### src/rtl/balsa_hs_pkg.sv
// Shared definitions for the Balsa four-phase handshake driver: FSM state
// encoding and the counter width helper.
package balsa_hs_pkg;

   typedef enum logic [2:0] {
      ST_RECOVER  = 3'd0,
      ST_IDLE     = 3'd1,
      ST_SETUP    = 3'd2,
      ST_GO_UP    = 3'd3,
      ST_PULL     = 3'd4,
      ST_PULL_RTZ = 3'd5,
      ST_GO_RTZ   = 3'd6,
      ST_RESP     = 3'd7
   } hs_state_t;

   function automatic int clog2(input int n);
      int r;
      r = 0;
      while ((1 << r) < n) r++;
      return (r < 1) ? 1 : r;
   endfunction

endpackage

### src/rtl/balsa_sync_bit.sv
// Multi-flop synchronizer for one asynchronous handshake wire; clears to 0.
module balsa_sync_bit #(
   parameter int STAGES = 2
) (
   input  logic clk,
   input  logic rst_n,
   input  logic d,
   output logic q
);

   localparam int N = (STAGES < 2) ? 2 : STAGES;

   logic [N-1:0] sr;

   always_ff @(posedge clk) begin
      if (!rst_n) sr <= '0;
      else        sr <= {sr[N-2:0], d};
   end

   assign q = sr[N-1];

endmodule

### src/rtl/balsa_bf_sync_driver.sv
// Clocked initiator for the Balsa_BF adder core: activates go, serves the i1/i2
// operand pulls with held data and pulls the sum on o.
//
// state       | meaning
// ------------+-------------------------------------------------------------
// RECOVER     | all handshake outputs low, wait for every inbound wire low
// IDLE        | op_ready high, waiting for an operation
// SETUP       | operand data driven, bundling margin before go_0r
// GO_UP       | go_0r high, waiting for go_0a
// PULL        | o_0r high, waiting for o_0a, then capture o_0d
// PULL_RTZ    | o_0r low, waiting for o_0a low
// GO_RTZ      | go_0r low, waiting for go_0a low
// RESP        | res_valid high until res_ready
module balsa_bf_sync_driver
   import balsa_hs_pkg::*;
#(
   parameter int WIDTH          = 8,
   parameter int SYNC_STAGES    = 2,
   parameter int SETUP_CYCLES   = 1,
   parameter int TIMEOUT_CYCLES = 1023
) (
   input  logic             clk,
   input  logic             rst_n,
   input  logic             op_valid,
   output logic             op_ready,
   input  logic [WIDTH-1:0] op_a,
   input  logic [WIDTH-1:0] op_b,
   output logic             res_valid,
   input  logic             res_ready,
   output logic [WIDTH-1:0] res_data,
   output logic             res_err,
   output logic             go_0r,
   input  logic             go_0a,
   input  logic             i1_0r,
   output logic             i1_0a,
   output logic [WIDTH-1:0] i1_0d,
   input  logic             i2_0r,
   output logic             i2_0a,
   output logic [WIDTH-1:0] i2_0d,
   output logic             o_0r,
   input  logic             o_0a,
   input  logic [WIDTH-1:0] o_0d
);

   localparam int SYNC_N  = (SYNC_STAGES < 2) ? 2 : SYNC_STAGES;
   localparam int CNT_MAX = (TIMEOUT_CYCLES > SETUP_CYCLES) ? TIMEOUT_CYCLES : SETUP_CYCLES;
   localparam int CW      = clog2(CNT_MAX + 1);
   localparam logic [CW-1:0] TMO_LOAD   = CW'(TIMEOUT_CYCLES - 1);
   localparam logic [CW-1:0] SETUP_LOAD = CW'((SETUP_CYCLES > 0) ? SETUP_CYCLES - 1 : 0);

   logic go_0a_s, i1_0r_s, i2_0r_s, o_0a_s;

   balsa_sync_bit #(.STAGES(SYNC_N)) u_sync_go (.clk(clk), .rst_n(rst_n), .d(go_0a), .q(go_0a_s));
   balsa_sync_bit #(.STAGES(SYNC_N)) u_sync_i1 (.clk(clk), .rst_n(rst_n), .d(i1_0r), .q(i1_0r_s));
   balsa_sync_bit #(.STAGES(SYNC_N)) u_sync_i2 (.clk(clk), .rst_n(rst_n), .d(i2_0r), .q(i2_0r_s));
   balsa_sync_bit #(.STAGES(SYNC_N)) u_sync_o  (.clk(clk), .rst_n(rst_n), .d(o_0a),  .q(o_0a_s));

   hs_state_t       state, state_nxt;
   logic [CW-1:0]   cnt, cnt_load;
   logic            tc, timeout, accept, capture, hs_en;
   logic [SYNC_N-1:0] fill;
   logic            sync_ok;

   // The synchronizers read 0 straight out of reset; RECOVER must not trust
   // them until they have been refilled from the real wires.
   assign sync_ok = fill[SYNC_N-1];
   assign tc      = (cnt == '0);

   always_comb begin
      state_nxt = state;
      timeout   = 1'b0;
      accept    = 1'b0;
      capture   = 1'b0;
      case (state)
         ST_RECOVER:  if (sync_ok && !go_0a_s && !o_0a_s && !i1_0r_s && !i2_0r_s)
                         state_nxt = ST_IDLE;
         ST_IDLE:     if (op_valid && op_ready) begin
                         accept    = 1'b1;
                         state_nxt = ST_SETUP;
                      end
         ST_SETUP:    if (tc) state_nxt = ST_GO_UP;
         ST_GO_UP:    if (go_0a_s) state_nxt = ST_PULL;
                      else if (tc) timeout = 1'b1;
         ST_PULL:     if (o_0a_s) begin
                         capture   = 1'b1;
                         state_nxt = ST_PULL_RTZ;
                      end else if (tc) timeout = 1'b1;
         ST_PULL_RTZ: if (!o_0a_s) state_nxt = ST_GO_RTZ;
                      else if (tc) timeout = 1'b1;
         ST_GO_RTZ:   if (!go_0a_s) state_nxt = ST_RESP;
                      else if (tc) timeout = 1'b1;
         ST_RESP:     if (res_ready) state_nxt = res_err ? ST_RECOVER : ST_IDLE;
         default:     state_nxt = ST_RECOVER;
      endcase
      if (timeout) state_nxt = ST_RESP;

      case (state_nxt)
         ST_SETUP:                                         cnt_load = SETUP_LOAD;
         ST_RECOVER, ST_GO_UP, ST_PULL, ST_PULL_RTZ, ST_GO_RTZ: cnt_load = TMO_LOAD;
         default:                                          cnt_load = '0;
      endcase

      hs_en = (state_nxt == ST_SETUP) || (state_nxt == ST_GO_UP) || (state_nxt == ST_PULL) ||
              (state_nxt == ST_PULL_RTZ) || (state_nxt == ST_GO_RTZ);
   end

   always_ff @(posedge clk) begin
      if (!rst_n) begin
         state     <= ST_RECOVER;
         cnt       <= '0;
         fill      <= '0;
         op_ready  <= 1'b0;
         res_valid <= 1'b0;
         res_data  <= '0;
         res_err   <= 1'b0;
         go_0r     <= 1'b0;
         o_0r      <= 1'b0;
         i1_0a     <= 1'b0;
         i2_0a     <= 1'b0;
         i1_0d     <= '0;
         i2_0d     <= '0;
      end else begin
         state <= state_nxt;
         fill  <= {fill[SYNC_N-2:0], 1'b1};
         // A terminal count without a state change (RECOVER, IDLE, RESP) just reloads.
         if (state_nxt != state || tc) cnt <= cnt_load;
         else                          cnt <= cnt - 1'b1;

         // Outputs are registered from the next state so the core never sees decode glitches.
         op_ready  <= (state_nxt == ST_IDLE);
         res_valid <= (state_nxt == ST_RESP);
         go_0r     <= (state_nxt == ST_GO_UP) || (state_nxt == ST_PULL) || (state_nxt == ST_PULL_RTZ);
         o_0r      <= (state_nxt == ST_PULL);
         i1_0a     <= hs_en & i1_0r_s;
         i2_0a     <= hs_en & i2_0r_s;

         if (accept) begin
            i1_0d   <= op_a;
            i2_0d   <= op_b;
            res_err <= 1'b0;
         end
         if (capture) res_data <= o_0d;
         if (timeout) begin
            res_err  <= 1'b1;
            res_data <= '0;
         end
      end
   end

endmodule

### config.mk
export PLATFORM = sky130hd
export DESIGN_NAME = balsa_bf_sync_driver
export DESIGN_NICKNAME = d
export VERILOG_FILES = /design/src/rtl/balsa_hs_pkg.sv /design/src/rtl/balsa_sync_bit.sv /design/src/rtl/balsa_bf_sync_driver.sv
export SDC_FILE = /design/constraint.sdc
export NUM_CORES = 1
export LEC_CHECK = 0
export ABC_AREA = 0
export BUFFER_PORTS_ARGS = -buffer_cell sky130_fd_sc_hd__buf_2
export CAP_MARGIN = 25
export CORE_MARGIN = 4
export CORE_UTILIZATION = 31
export DETAILED_ROUTE_END_ITERATION = 7
export GPL_TIMING_DRIVEN = 0
export RECOVER_POWER = 25
export SLEW_MARGIN = 5
export SYNTH_ARGS = -nofsm -noshare
export SYNTH_HDL_FRONTEND = slang
export SYNTH_SLANG_ARGS = --single-unit
### constraint.sdc
create_clock -name clk -period 5.2 [get_ports clk]
set_clock_uncertainty 0.2 [all_clocks]
set_input_delay 1.04 -clock clk [delete_from_list [all_inputs] [get_ports clk]]
set_output_delay 1.04 -clock clk [all_outputs]
set_load 0.05 [all_outputs]
# Yosys cells after proc, flatten, opt, wreduce, memory -nomap -nowiden
# Cells that the tools add are included.
[classes]
n_eq_ne = 15
addsub = 1
n_reduce_logical = 22
muxes = 26
bitwise = 3
[ops]
columns = ["cell", "n"]
rows = [
  ["3-bit 2-to-1 mux", 9],
  ["3-bit equality test (second input constant)", 8],
  ["3-bit case mux with 8 select lines", 1],
  ["10-bit 2-to-1 mux", 2],
  ["1-bit 2-to-1 mux", 13],
  ["3-bit by 2-bit equality test with 1-bit output (second input constant)", 4],
  ["10-bit logical NOT", 1],
  ["10-bit by 1-bit subtractor with 10-bit output (second input constant)", 1],
  ["1-bit logical OR", 7],
  ["3-bit by 1-bit equality test with 1-bit output (second input constant)", 2],
  ["3-bit logical NOT", 2],
  ["1-bit logical AND", 5],
  ["5-bit OR reduction", 1],
  ["1-bit logical NOT", 4],
  ["1-bit case mux with 4 select lines", 1],
  ["3-bit != test", 1],
  ["1-bit AND", 2],
  ["2-bit nonzero test", 1],
  ["2-bit OR reduction", 1],
  ["1-bit NOT", 1],
]
[totals]
output_inout_bits = 31
wordCells = 85
register_bits = 54

# Logic depth before layout (Yosys ltp)
# Gate-level depths: netlist of run 1.
[logic_depth]
word_depth = 14
mapped_depth = 8
ltp_nobuf = 8

# Hierarchy
# A second synthesis of run 1 with hierarchy kept.
[hier_totals]
hier_cells = 237
area_unflattened_um2 = 2222.1
[by_module_without_submodules]
columns = ["module", "area_per_inst_um2", "cells_per_inst", "n_inst"]
rows = [
  ["balsa_bf_sync_driver", 2011.9, 221, 1],
  ["balsa_sync_bit", 52.6, 4, 4],
]

# Worst setup path after synthesis of run 1
# OpenSTA, ideal clock, no wires.
[synth_timing]
path_kind = "input port to flip-flop"
startpoint = "input op_valid"
endpoint = "register cnt[2]"
path_slack_ns = 2.810
setup_ns = 0.133
path_stages = 6
arrival_ns = 2.058
n_path_buf = 0
path_cell_list = "nand2_1 -> or3_1 -> and4_1 -> a211o_1 -> nand4_4 -> o21ai_1"
[synth_via]
elab_chain_cells = 8
[synth_rtl]
columns = ["element", "line_no", "text"]
rows = [
  ["start, declared", "balsa_bf_sync_driver.sv:24", "input logic op_valid,"],
  ["1-bit logical AND (*)", "balsa_bf_sync_driver.sv:77", "ST_IDLE: if (op_valid && op_ready) begin"],
  ["3-bit 2-to-1 mux (*)", "balsa_bf_sync_driver.sv:77", ""],
  ["3-bit case mux with 8 select lines (*)", "balsa_bf_sync_driver.sv:74", "case (state)"],
  ["3-bit 2-to-1 mux (*)", "balsa_bf_sync_driver.sv:95", "if (timeout) state_nxt = ST_RESP;"],
  ["3-bit by 2-bit equality test with 1-bit output, or another cell as far along", "balsa_bf_sync_driver.sv:97", "case (state_nxt)"],
  ["5-bit OR reduction", "balsa_bf_sync_driver.sv:97", ""],
  ["10-bit 2-to-1 mux", "balsa_bf_sync_driver.sv:97", ""],
  ["10-bit 2-to-1 mux (*)", "balsa_bf_sync_driver.sv:126", "if (state_nxt != state || tc) cnt <= cnt_load;"],
  ["end signal, assigned", "balsa_bf_sync_driver.sv:126", ""],
  ["end signal, assigned", "balsa_bf_sync_driver.sv:127", "else cnt <= cnt - 1'b1;"],
  ["end, declared", "balsa_bf_sync_driver.sv:59", "logic [CW-1:0] cnt, cnt_load;"],
]
# Every way passes the cells marked *; elsewhere a longest branch is shown, timed or not.
# A chain may end at the register's enable or synchronous reset.

# Final worst setup path of run 1
[layout_timing]
startpoint = "register cnt[0]"
endpoint = "register cnt[3]"
[layout_via]
elab_chain_cells = 9
[layout_rtl]
columns = ["element", "line_no", "text"]
rows = [
  ["10-bit logical NOT", "balsa_bf_sync_driver.sv:67", "assign tc = (cnt == '0);"],
  ["1-bit 2-to-1 mux", "-", ""],
  ["1-bit 2-to-1 mux, on equally long branches", "-", ""],
  ["1-bit case mux with 4 select lines", "balsa_bf_sync_driver.sv:74", ""],
  ["3-bit 2-to-1 mux", "balsa_bf_sync_driver.sv:95", ""],
  ["3-bit by 2-bit equality test with 1-bit output, or another cell as far along", "balsa_bf_sync_driver.sv:97", ""],
  ["5-bit OR reduction", "balsa_bf_sync_driver.sv:97", ""],
  ["10-bit 2-to-1 mux", "balsa_bf_sync_driver.sv:97", ""],
  ["10-bit 2-to-1 mux (*)", "balsa_bf_sync_driver.sv:126", ""],
]
# Marks and branches as above.

==> metrics.md, run 1 <==
| Metric | Value |
|---|---|
| Outcome | complete, no violations |
| Post-route minimum period | 2457 ps |
| Ys Warns | 0 |
| GP Congestion | 0.8177 |
| Library cells used by synthesis | 52 |
| Largest net degree at the start of global routing | 17 |
| Cells after Synth | 235 |
| Critical path peak fanout | 9 |
| Num CTS Buffers | 5 |
| Post-route ant nets | 0 |
| 1st-iter DRT viols | 70 |
| Prevailing post-synth register cell | dfxtp_1 |
| H-tree Lvls | 2 |
| Diode count | 0 |
| Clk_lat worst skew | 300 ps |
| Max Cap Violations | 0 |
| CTS tree | done |
| Buffers on Ports | 62 |
| Setup ws final | 2743 ps |
| Vias in the first global route | 1801 |
| Syn Std Cell Area | 2228 um2 |
| Crit path to | cnt[3]$_SDFF_PN0_ |
| Root buf cell | clkbuf_8 |
| Setup Fix Bufs, Post-CTS | 0 |
| Startpoint Class | flop |
| Final hold viol count | 0 |
| Hold Path Class | flop to flop |
| GRT overflow | 0 |
| Final core area utilization | 39.66% |
| Die Ht | 92.79 um |
| Placeable core region | 6907 um2 |
| Syn Nets | 268 |
| Endpoints failing setup | 0 |
| Setup TNS Final | 0 ps |
| Die width | 92.79 um |
| Register bit total from synthesis | 54 |
| First-pass GRT wire length | 7.955 mm |
| Post-synth top area share | 48.51% |
| Maximum clock path buffer count | 2 |
| Worst setup path startpoint | cnt[0]$_SDFF_PP0_ |
| RSZ-0062 raised after global routing | false |
| Pwr Density | 356.5 nW/um2 |
| Ports | 63 |
| Number of DRC violations after detailed routing | 0 |
| Layout cells sized above 1 | 25.66% |
| Post-CTS Hold Fix Bufs | 0 |
| Antenna violations before repair | 0 |
| Full die area | 8609 um2 |
| Vias/cell | 4.555 |
| Most frequent cell after synthesis | dfxtp_1 |
| FMAX | 407.0 MHz |
| Layout net count | 337 |
| Max-slew headroom | 42.83% |
| R2r startpoint | cnt[0]$_SDFF_PP0_ |
| Synth area leader | dfxtp_1 |
| Synth-to-Final Area Change | 22.91% |
| Crit path DAT | 2430 ps |
| Wirelength, routed | 4.712 mm |
| Crit path capture type | flop |
| Worst slew pin tran | 851.1 ps |
| Worst r2r dst | cnt[3]$_SDFF_PN0_ |
| WL/cell | 11.78 um |
| R2R depth | 8 |
| Critical Path RT | 5180 ps |
| Peak VDD IR | 143.8 uV |
| FP Rows | 30 |
| Final Max Tran Viols | 0 |
| Via count | 1822 |
| Setup CP Type | flop to flop |
| Clock sinks | 54 |
| Tcrit/Tclk final | 47.25% |
| Reg2Reg Setup Slack | 2740 ps |
| Initial Util | 32.26% |
| Post-CTS Resized | 0 |
| Clk slew on worst S/H paths | 100 ps |
| Total track usage | 11.27% |
| Leading post-synthesis cells by cell area | dfxtp_1 (49%), nand2_1 (6.9%), a21boi_0 (6.7%) |
| Asr flop ratio synth | 0% |
| Sequential area share after synthesis | 48.51% |
| Avg Inst Size Synth | 9.482 um2 |
| Pre-CTS setup slack | 2470 ps |
| First drt pass iteration count | 4 |
| Leakage | 1.091 nW |
| EDFF count, synth | 0 |
| Most instantiated cells after synthesis | dfxtp_1 (54), nand2_1 (41), a21boi_0 (20) |
| DP HPWL | 3.569 mm |
## layer usage
metal  part of all wire [%]  routed length (um)  GRT usage [%]
met5                      0                   0              0
met4                   0.21                  10          2.564
met3                    8.0                 376          4.224
met2                     45                2128          19.02
met1                     47                2195          13.59
## per-stage QoR
stage	total power [W]	instance area (um2)	cells	hold WS (ps)
CTS	0.001005	2766	400	242.3
detailed placement	0.0007246	2659	393	219.9
finish	0.0009764	2739	400	239.4
global placement	0.0007177	2659	393	218.3
floorplan	0.0006764	2228	235	211.9
global route	0.001038	2739	400	248.1
## worst max-delay path, cell delays in order, from the launching register on
cell and delay (ps):
dfxtp_1 340, inv_1 60, ha_1 200, or4b_1 540, nor3_1 340, a21bo_4 300, and2_4 170, nand4_4 110
o21ai_1 90
## layout make-up
class                      count  area, um2
inverter                       3      11.26
timing repair buffer          62      297.8
fill                         737       4168
clock inverter                 2      38.79
sequential                    54       1081
multi-input combinational    167       1054
tap                           96      120.1
buffer                        11      67.56
clock buffer                   5      68.82
## sequential cells by signal (all words and copies together) (netlist names)
| name | count |
|---|---|
| cnt | 10 |
| fill | 2 |
| go_0r | 1 |
| i1_0a | 1 |
| i1_0d | 8 |
| i2_0a | 1 |
| i2_0d | 8 |
| o_0r | 1 |
| op_ready | 1 |
| res_data | 8 |
| res_err | 1 |
| res_valid | 1 |
| state | 3 |
| u_sync_go.sr | 2 |
| u_sync_i1.sr | 2 |
| u_sync_i2.sr | 2 |
| u_sync_o.sr | 2 |
## layout by cell type, fill, tap and decap left out, types with 2 or more instances in the layout
master | Yosys | layout
a21boi_0 | 20 | 20
inv_1 | 3 | 3
xor2_1 | 2 | 2
and3_1 | 3 | 3
nor4_1 | 3 | 3
nor3_1 | 4 | 5
nand3_1 | 4 | 4
clkbuf_8 | 1 | 6
a31oi_1 | 3 | 3
nor2_1 | 16 | 16
nand4_1 | 2 | 2
xnor2_1 | 6 | 6
dfxtp_1 | 54 | 54
o21a_1 | 2 | 2
nand2b_1 | 3 | 3
and2_0 | 0 | 2
and2_1 | 10 | 8
o21ai_1 | 8 | 8
nand2_1 | 41 | 41
a21oi_1 | 2 | 2
clkbuf_1 | 4 | 14
buf_2 | 4 | 56
mux2i_1 | 8 | 8
o21ai_0 | 3 | 3
## how the worst min path moves through the flow
stage / slack [ps] / startpoint / cells past startpoint / endpoint
3_3_place_gp: 220 / fill[0]$_DFF_P_ / 1 / fill[1]$_SDFF_PN0_
2_1_floorplan: 210 / fill[0]$_DFF_P_ / 1 / fill[1]$_SDFF_PN0_
3_5_place_dp: 220 / u_sync_o.sr[0]$_SDFF_PN0_ / 1 / u_sync_o.sr[1]$_SDFF_PN0_
5_1_grt: 250 / u_sync_go.sr[0]$_SDFF_PN0_ / 1 / u_sync_go.sr[1]$_SDFF_PN0_
6_report: 240 / u_sync_go.sr[0]$_SDFF_PN0_ / 1 / u_sync_go.sr[1]$_SDFF_PN0_
4_1_cts: 240 / u_sync_go.sr[0]$_SDFF_PN0_ / 1 / u_sync_go.sr[1]$_SDFF_PN0_
## where the power goes
part / internal (W) / switching (W) / total [W] / leakage [nW]
sequential: 0.000454 / 0.0000333 / 0.000488 / 0.440
clock: 0.000142 / 0.000136 / 0.000278 / 0.0542
combinational: 0.000105 / 0.000105 / 0.000210 / 0.597
total: 0.000702 / 0.000275 / 0.000976 / 1.09
## cells by family after synthesis
| group | share of synthesized area [%] |
|---|---|
| AND/OR/NAND/NOR | 23.86 |
| XOR/XNOR | 3.144 |
| multiplexers | 4.099 |
| flip-flops | 48.51 |
| AO/OA/AOI/OAI | 16.28 |
| buffers and inverters | 3.537 |
| adder cells (fa/ha/maj) | 0.5614 |
Note: power is estimated with default switching activity, not from simulation.
==> inputs of run 2 (changes only) <==
==> constraint.sdc (replaced) <==
create_clock -name clk -period 2.4 [get_ports clk]
set_clock_uncertainty 0.2 [all_clocks]
set_input_delay 0.48 -clock clk [delete_from_list [all_inputs] [get_ports clk]]
set_output_delay 0.48 -clock clk [all_outputs]
set_load 0.05 [all_outputs]
==> run 2 against run 1 <==
Effect of this change:
- global-route usage unchanged
- flip-flop and latch count unchanged
- routed wire length down 0.23%
- critical path depth unchanged
- first-iteration DRC count up 4.3%
- largest cell class unchanged
- worst hold slack worse by 62 ps
- cell area up 0.59%
- highest routed layer is now met3
- non-clock buffer count unchanged
- largest power group unchanged
- count of clock-buffer cells in the layout unchanged
- critical path type unchanged
- die area unchanged
==> metrics.md, run 2 (synthesis gave the netlist of run 1 again) <==
| Metric | Value |
|---|---|
| Outcome | complete, no violations |
| Synth-to-Final Area Change | 23.64% |
| Commonest non-fill, non-tap cell in the layout | buf_2 |
| RSZ-0062 raised after global routing | false |
| Setup Fix Bufs, Post-CTS | 0 |
| Layout cells sized above 1 | 26.32% |
| Hold Path Class | input port to flop |
| Antenna violations before repair | 0 |
| Final hold viol count | 0 |
| Buffers on Ports | 62 |
| Initial Util | 32.26% |
| Setup CP Type | flop to flop |
| DP HPWL | 3.569 mm |
| Max-slew headroom | 43.50% |
| Vias in the first global route | 1801 |
| GRT overflow | 0 |
| First-pass GRT wire length | 7.955 mm |
| Largest net degree at the start of global routing | 17 |
| Crit path capture type | flop |
| Clk slew on worst S/H paths | 100 ps |
| Tcrit/Tclk final | 93.08% |
| Fill cells | 734 |
| Post-route minimum period | 2234 ps |
| Reg2Reg Setup Slack | 170 ps |
| Maximum clock path buffer count | 2 |
| Max FFs per register | 10 |
| 1st-iter DRT viols | 73 |
| CTS tree | done |
| Root buf cell | clkbuf_8 |
| Total power draw | 0.002147 W |
| Ports | 63 |
| Layout net count | 337 |
| Placeable core region | 6907 um2 |
| Clock sinks | 54 |
| Die Ht | 92.79 um |
| Die width | 92.79 um |
| FP Rows | 30 |
| Endpoints failing setup | 0 |
| Most frequent cells in the layout | buf_2 (55), dfxtp_1 (54), nand2_1 (41), a21boi_0 (20), nor2_1 (16) |
| Via count | 1830 |
| Startpoint Class | flop |
| H-tree Lvls | 2 |
| Total track usage | 11.27% |
| Wirelength, routed | 4.701 mm |
| Diode count | 0 |
| Full die area | 8609 um2 |
| First drt pass iteration count | 4 |
| Leakage | 1.089 nW |
| FMAX | 447.6 MHz |
| Critical path peak fanout | 9 |
| Worst slew pin tran | 841.1 ps |
| Pwr Density | 779.4 nW/um2 |
| Number of DRC violations after detailed routing | 0 |
| Vias/cell | 4.575 |
| Final Max Tran Viols | 0 |
| Area after DPL | 2659 um2 |
| Biggest register | cnt |
| Final core area utilization | 39.89% |
| Peak VDD IR | 312.9 uV |
| Clk_lat worst skew | 300 ps |
| Max Cap Violations | 0 |
| Num CTS Buffers | 5 |
| Final instance area | 2755 um2 |
| Post-route ant nets | 0 |
| Critical Path RT | 2380 ps |
| Setup TNS Final | 0 ps |
| Crit path DAT | 2210 ps |
| Hold slack | 177.6 ps |
| WL/cell | 11.75 um |
| GP Congestion | 0.8177 |
[run 2: layout make-up]
| class | instances | area, um2 | share of cell area (%) |
|---|---|---|---|
| buffer | 11 | 67.56 | 2.452 |
| clock buffer | 5 | 68.82 | 2.498 |
| clock inverter | 2 | 38.79 | 1.408 |
| inverter | 3 | 11.26 | 0.4087 |
| multi-input combinational | 167 | 1071 | 38.87 |
| sequential | 54 | 1081 | 39.24 |
| tap | 96 | 120.1 | 4.360 |
| timing repair buffer | 62 | 296.5 | 10.76 |
[run 2: final timing paths]
path,start,endpoint,cells after the start
hold reg to reg,u_sync_go.sr[0]$_SDFF_PN0_,u_sync_go.sr[1]$_SDFF_PN0_,1
setup / recovery,cnt[0]$_SDFF_PP0_,cnt[3]$_SDFF_PN0_,8
setup reg to reg,cnt[0]$_SDFF_PP0_,cnt[3]$_SDFF_PN0_,8
hold / removal,o_0a,u_sync_o.sr[0]$_SDFF_PN0_,2
[run 2: metal layers]
| metal | up-vias | global-route usage [%] | routed length (um) |
|---|---|---|---|
| met4 | 0 | 2.564 | 0 |
| met2 | 52 | 19.02 | 2135 |
| met1 | 826 | 13.59 | 2197 |
| met5 | - | 0 | 0 |
| met3 | 0 | 4.224 | 368 |
| li1 | 952 | - | - |
[run 2: timing repair]
action                                  CTS  global route
endpoints found under the hold margin     0             0
gates resized for setup                   0             1
hold buffers                              0             0
endpoints found under the setup margin    0             2
[run 2: critical path: stages (launching register included)]
cell	delay, ps
dfxtp_1	330
inv_1	60
ha_2	190
or4b_4	510
nor3_4	180
a21bo_4	270
and2_4	170
nand4_4	110
o21ai_1	90
[run 2: where the power goes]
| part | switching (W) | internal [W] |
|---|---|---|
| Sequential | 0.0000770 | 0.000985 |
| Clock | 0.000293 | 0.000307 |
| Combinational | 0.000240 | 0.000246 |
[run 2: through the flow]
stage / instances / worst slack, ps
global route: 400 / 2.917
CTS: 400 / 133.9
floorplan: 235 / 327.6
detailed placement: 393 / 149.3
global placement: 393 / 177.9
finish: 400 / 166.1
==> inputs of run 3 (changes only) <==
--- a/config.mk
+++ b/config.mk
@@ -12,6 +12,7 @@
 export CORE_UTILIZATION = 31
 export DETAILED_ROUTE_END_ITERATION = 7
 export GPL_TIMING_DRIVEN = 0
+export PLACE_DENSITY_LB_ADDON = 0.3
 export RECOVER_POWER = 25
 export SLEW_MARGIN = 5
 export SYNTH_ARGS = -nofsm -noshare
==> run 3 against run 2 <==
Effect of this change:
- routed wire length up 6.8%
- setup slack worse by 39 ps
- critical path type unchanged
- critical endpoint is now cnt[4]$_SDFF_PN0_
- sequential power is essentially flat
- worst hold slack got worse by 7.9 ps
- die area unchanged
- cell count rose by 0.75%
- cell area is 1.4% higher
- largest power group unchanged
==> metrics.md, run 3 (synthesis gave the netlist of run 1 again) <==
| Metric | Value |
|---|---|
| Outcome | complete, no violations |
| WL/cell | 12.46 um |
| Via count | 1896 |
| Hold slack | 169.7 ps |
| Layout cells sized above 1 | 29.32% |
| First drt pass iteration count | 4 |
| Number of DRC violations after detailed routing | 0 |
| CP max stage cell | or4b_4 |
| Wirelength, routed | 5.023 mm |
| GRT met2 Usage | 18.90% |
| Critical path peak fanout | 5 |
| Slowest cell delay on critical path | 500 ps |
| Clk slew on worst S/H paths | 100 ps |
| Startpoint Class | flop |
| Hold Path Class | input port to flop |
| Num CTS Buffers | 5 |
| CTS tree | done |
| Max Cap Violations | 0 |
| Total track usage | 11.95% |
| Leakage | 1.092 nW |
| FMAX | 440.0 MHz |
| DP HPWL | 3.617 mm |
| Setup TNS Final | 0 ps |
| Final Max Tran Viols | 0 |
| Peak VDD IR | 286.7 uV |
| RSZ-0062 raised after global routing | false |
| Pre-CTS setup slack | 149.8 ps |
| Max FFs per register | 10 |
| Synth-to-Final Area Change | 25.32% |
| Crit path to | cnt[4]$_SDFF_PN0_ |
| Vias in the first global route | 1841 |
| Clk_lat worst skew | 310 ps |
| CP cell instances | inv_2 -> ha_4 -> or4b_4 -> nor3_4 -> a21bo_4 -> and2_4 -> nand4_4 -> o21ai_2 |
| 1st-iter DRT viols | 152 |
| Setup CP Type | flop to flop |
| Crit path DAT | 2260 ps |
| Tcrit/Tclk final | 94.69% |
| Largest net degree at the start of global routing | 18 |
| M3 GR Usage | 4.468% |
| Worst setup path startpoint | cnt[0]$_SDFF_PP0_ |
| GRT overflow | 0 |
| Worst slew pin tran | 828.7 ps |
| GR Util met1 | 15.09% |
| Total power draw | 0.002146 W |
| Placeable core region | 6907 um2 |
| Full die area | 8609 um2 |
| Crit path capture type | flop |
| Gr busiest metal | met2 |
| Pwr Density | 768.3 nW/um2 |
| Worst r2r dst | cnt[4]$_SDFF_PN0_ |
| R2R depth | 8 |
| Commonest non-fill, non-tap cell in the layout | buf_2 |
| Die width | 92.79 um |
| Max-slew headroom | 44.33% |
| Setup ws final | 127.4 ps |
| Post-route minimum period | 2273 ps |
| Post-CTS Hold Fix Bufs | 0 |
| Maximum clock path buffer count | 2 |
| Root buf cell | clkbuf_8 |
| Critical Path RT | 2380 ps |
| Layout net count | 339 |
| FP Rows | 30 |
| Reg2Reg Setup Slack | 130 ps |
| Final hold viol count | 0 |
| H-tree Lvls | 2 |
| Buffers on Ports | 62 |
| GP Congestion | 0.9137 |
| Final core area utilization | 40.43% |
| Initial Util | 32.26% |
| Die Ht | 92.79 um |
| Endpoints failing setup | 0 |
| First-pass GRT wire length | 8.418 mm |
| Ports | 63 |
| Clock sinks | 54 |
| R2r startpoint | cnt[0]$_SDFF_PP0_ |
| Antenna violations before repair | 0 |
| Most frequent cells in the layout | buf_2 (54), dfxtp_1 (53), nand2_1 (41), a21boi_0 (20), clkbuf_1 (17) |
| Diode count | 0 |
| Biggest register | cnt |
| Vias/cell | 4.705 |
| Post-route ant nets | 0 |
==> run 3: cell count changes in the layout (fill, tap and decap cells not counted), moves of 2 or more <==
cell,before,now
inv_2,0,2
inv_1,3,1
o21ai_1,8,3
o21ai_2,1,6
clkbuf_1,15,17
==> run 3: area by class of cell <==
class / instances / area [um2]
Buffer: 11 / 67.56
Clock buffer: 6 / 72.57
Clock inverter: 2 / 17.52
Fill cell: 708 / 4114
Inverter: 3 / 11.26
Multi-Input combinational cell: 168 / 1119
Sequential cell: 54 / 1082
Tap cell: 96 / 120.1
Timing Repair Buffer: 63 / 302.8
==> run 3: metrics by stage <==
stage               cells  instance area (um2)
CTS                   401                 2749
floorplan             235                 2228
finish                403                 2793
global placement      393                 2659
detailed placement    393                 2659
global route          403                 2793
==> run 3: report_power, final <==
| group | internal, W | leakage (nW) | switching (W) | total, W |
|---|---|---|---|---|
| clock | 0.000212 | 0.0458 | 0.000301 | 0.000513 |
| sequential | 0.000986 | 0.440 | 0.0000795 | 0.00107 |
| combinational | 0.000283 | 0.605 | 0.000284 | 0.000568 |
| total | 0.00148 | 1.09 | 0.000665 | 0.00215 |
==> run 3: how the worst min path moves through the flow <==
stage / from / end / slack, ps / cells past startpoint
floorplan: fill[0]$_DFF_P_ / fill[1]$_SDFF_PN0_ / 210 / 1
global placement: u_sync_i1.sr[0]$_SDFF_PN0_ / u_sync_i1.sr[1]$_SDFF_PN0_ / 220 / 1
detailed placement: u_sync_o.sr[0]$_SDFF_PN0_ / u_sync_o.sr[1]$_SDFF_PN0_ / 220 / 1
CTS: i1_0r / u_sync_i1.sr[0]$_SDFF_PN0_ / 160 / 2
global route: go_0a / u_sync_go.sr[0]$_SDFF_PN0_ / 160 / 2
finish: i1_0r / u_sync_i1.sr[0]$_SDFF_PN0_ / 170 / 2
==> run 3: worst max-delay path, delay by kind of cell, from the launching register on <==
kind	cells	cell delay, ps
DFF	1	340
and+or+nand+nor	4	1060
buffers and inverters	1	60
adders and majority gates	1	130
AOI/OAI and AO/OA	2	340
==> run 3: timing repair <==
item                                    CTS  global route
endpoints found under the setup margin    0             2
buffers inserted                          0             1
resized for setup                         0            11
==> run 3: per-layer routing <==
| metal | share of wire, % | vias up |
|---|---|---|
| met4 | 1.3 | 0 |
| met2 | 45 | 68 |
| met3 | 8.5 | 6 |
| li1 | - | 956 |
| met1 | 46 | 866 |
| met5 | 0 | - |
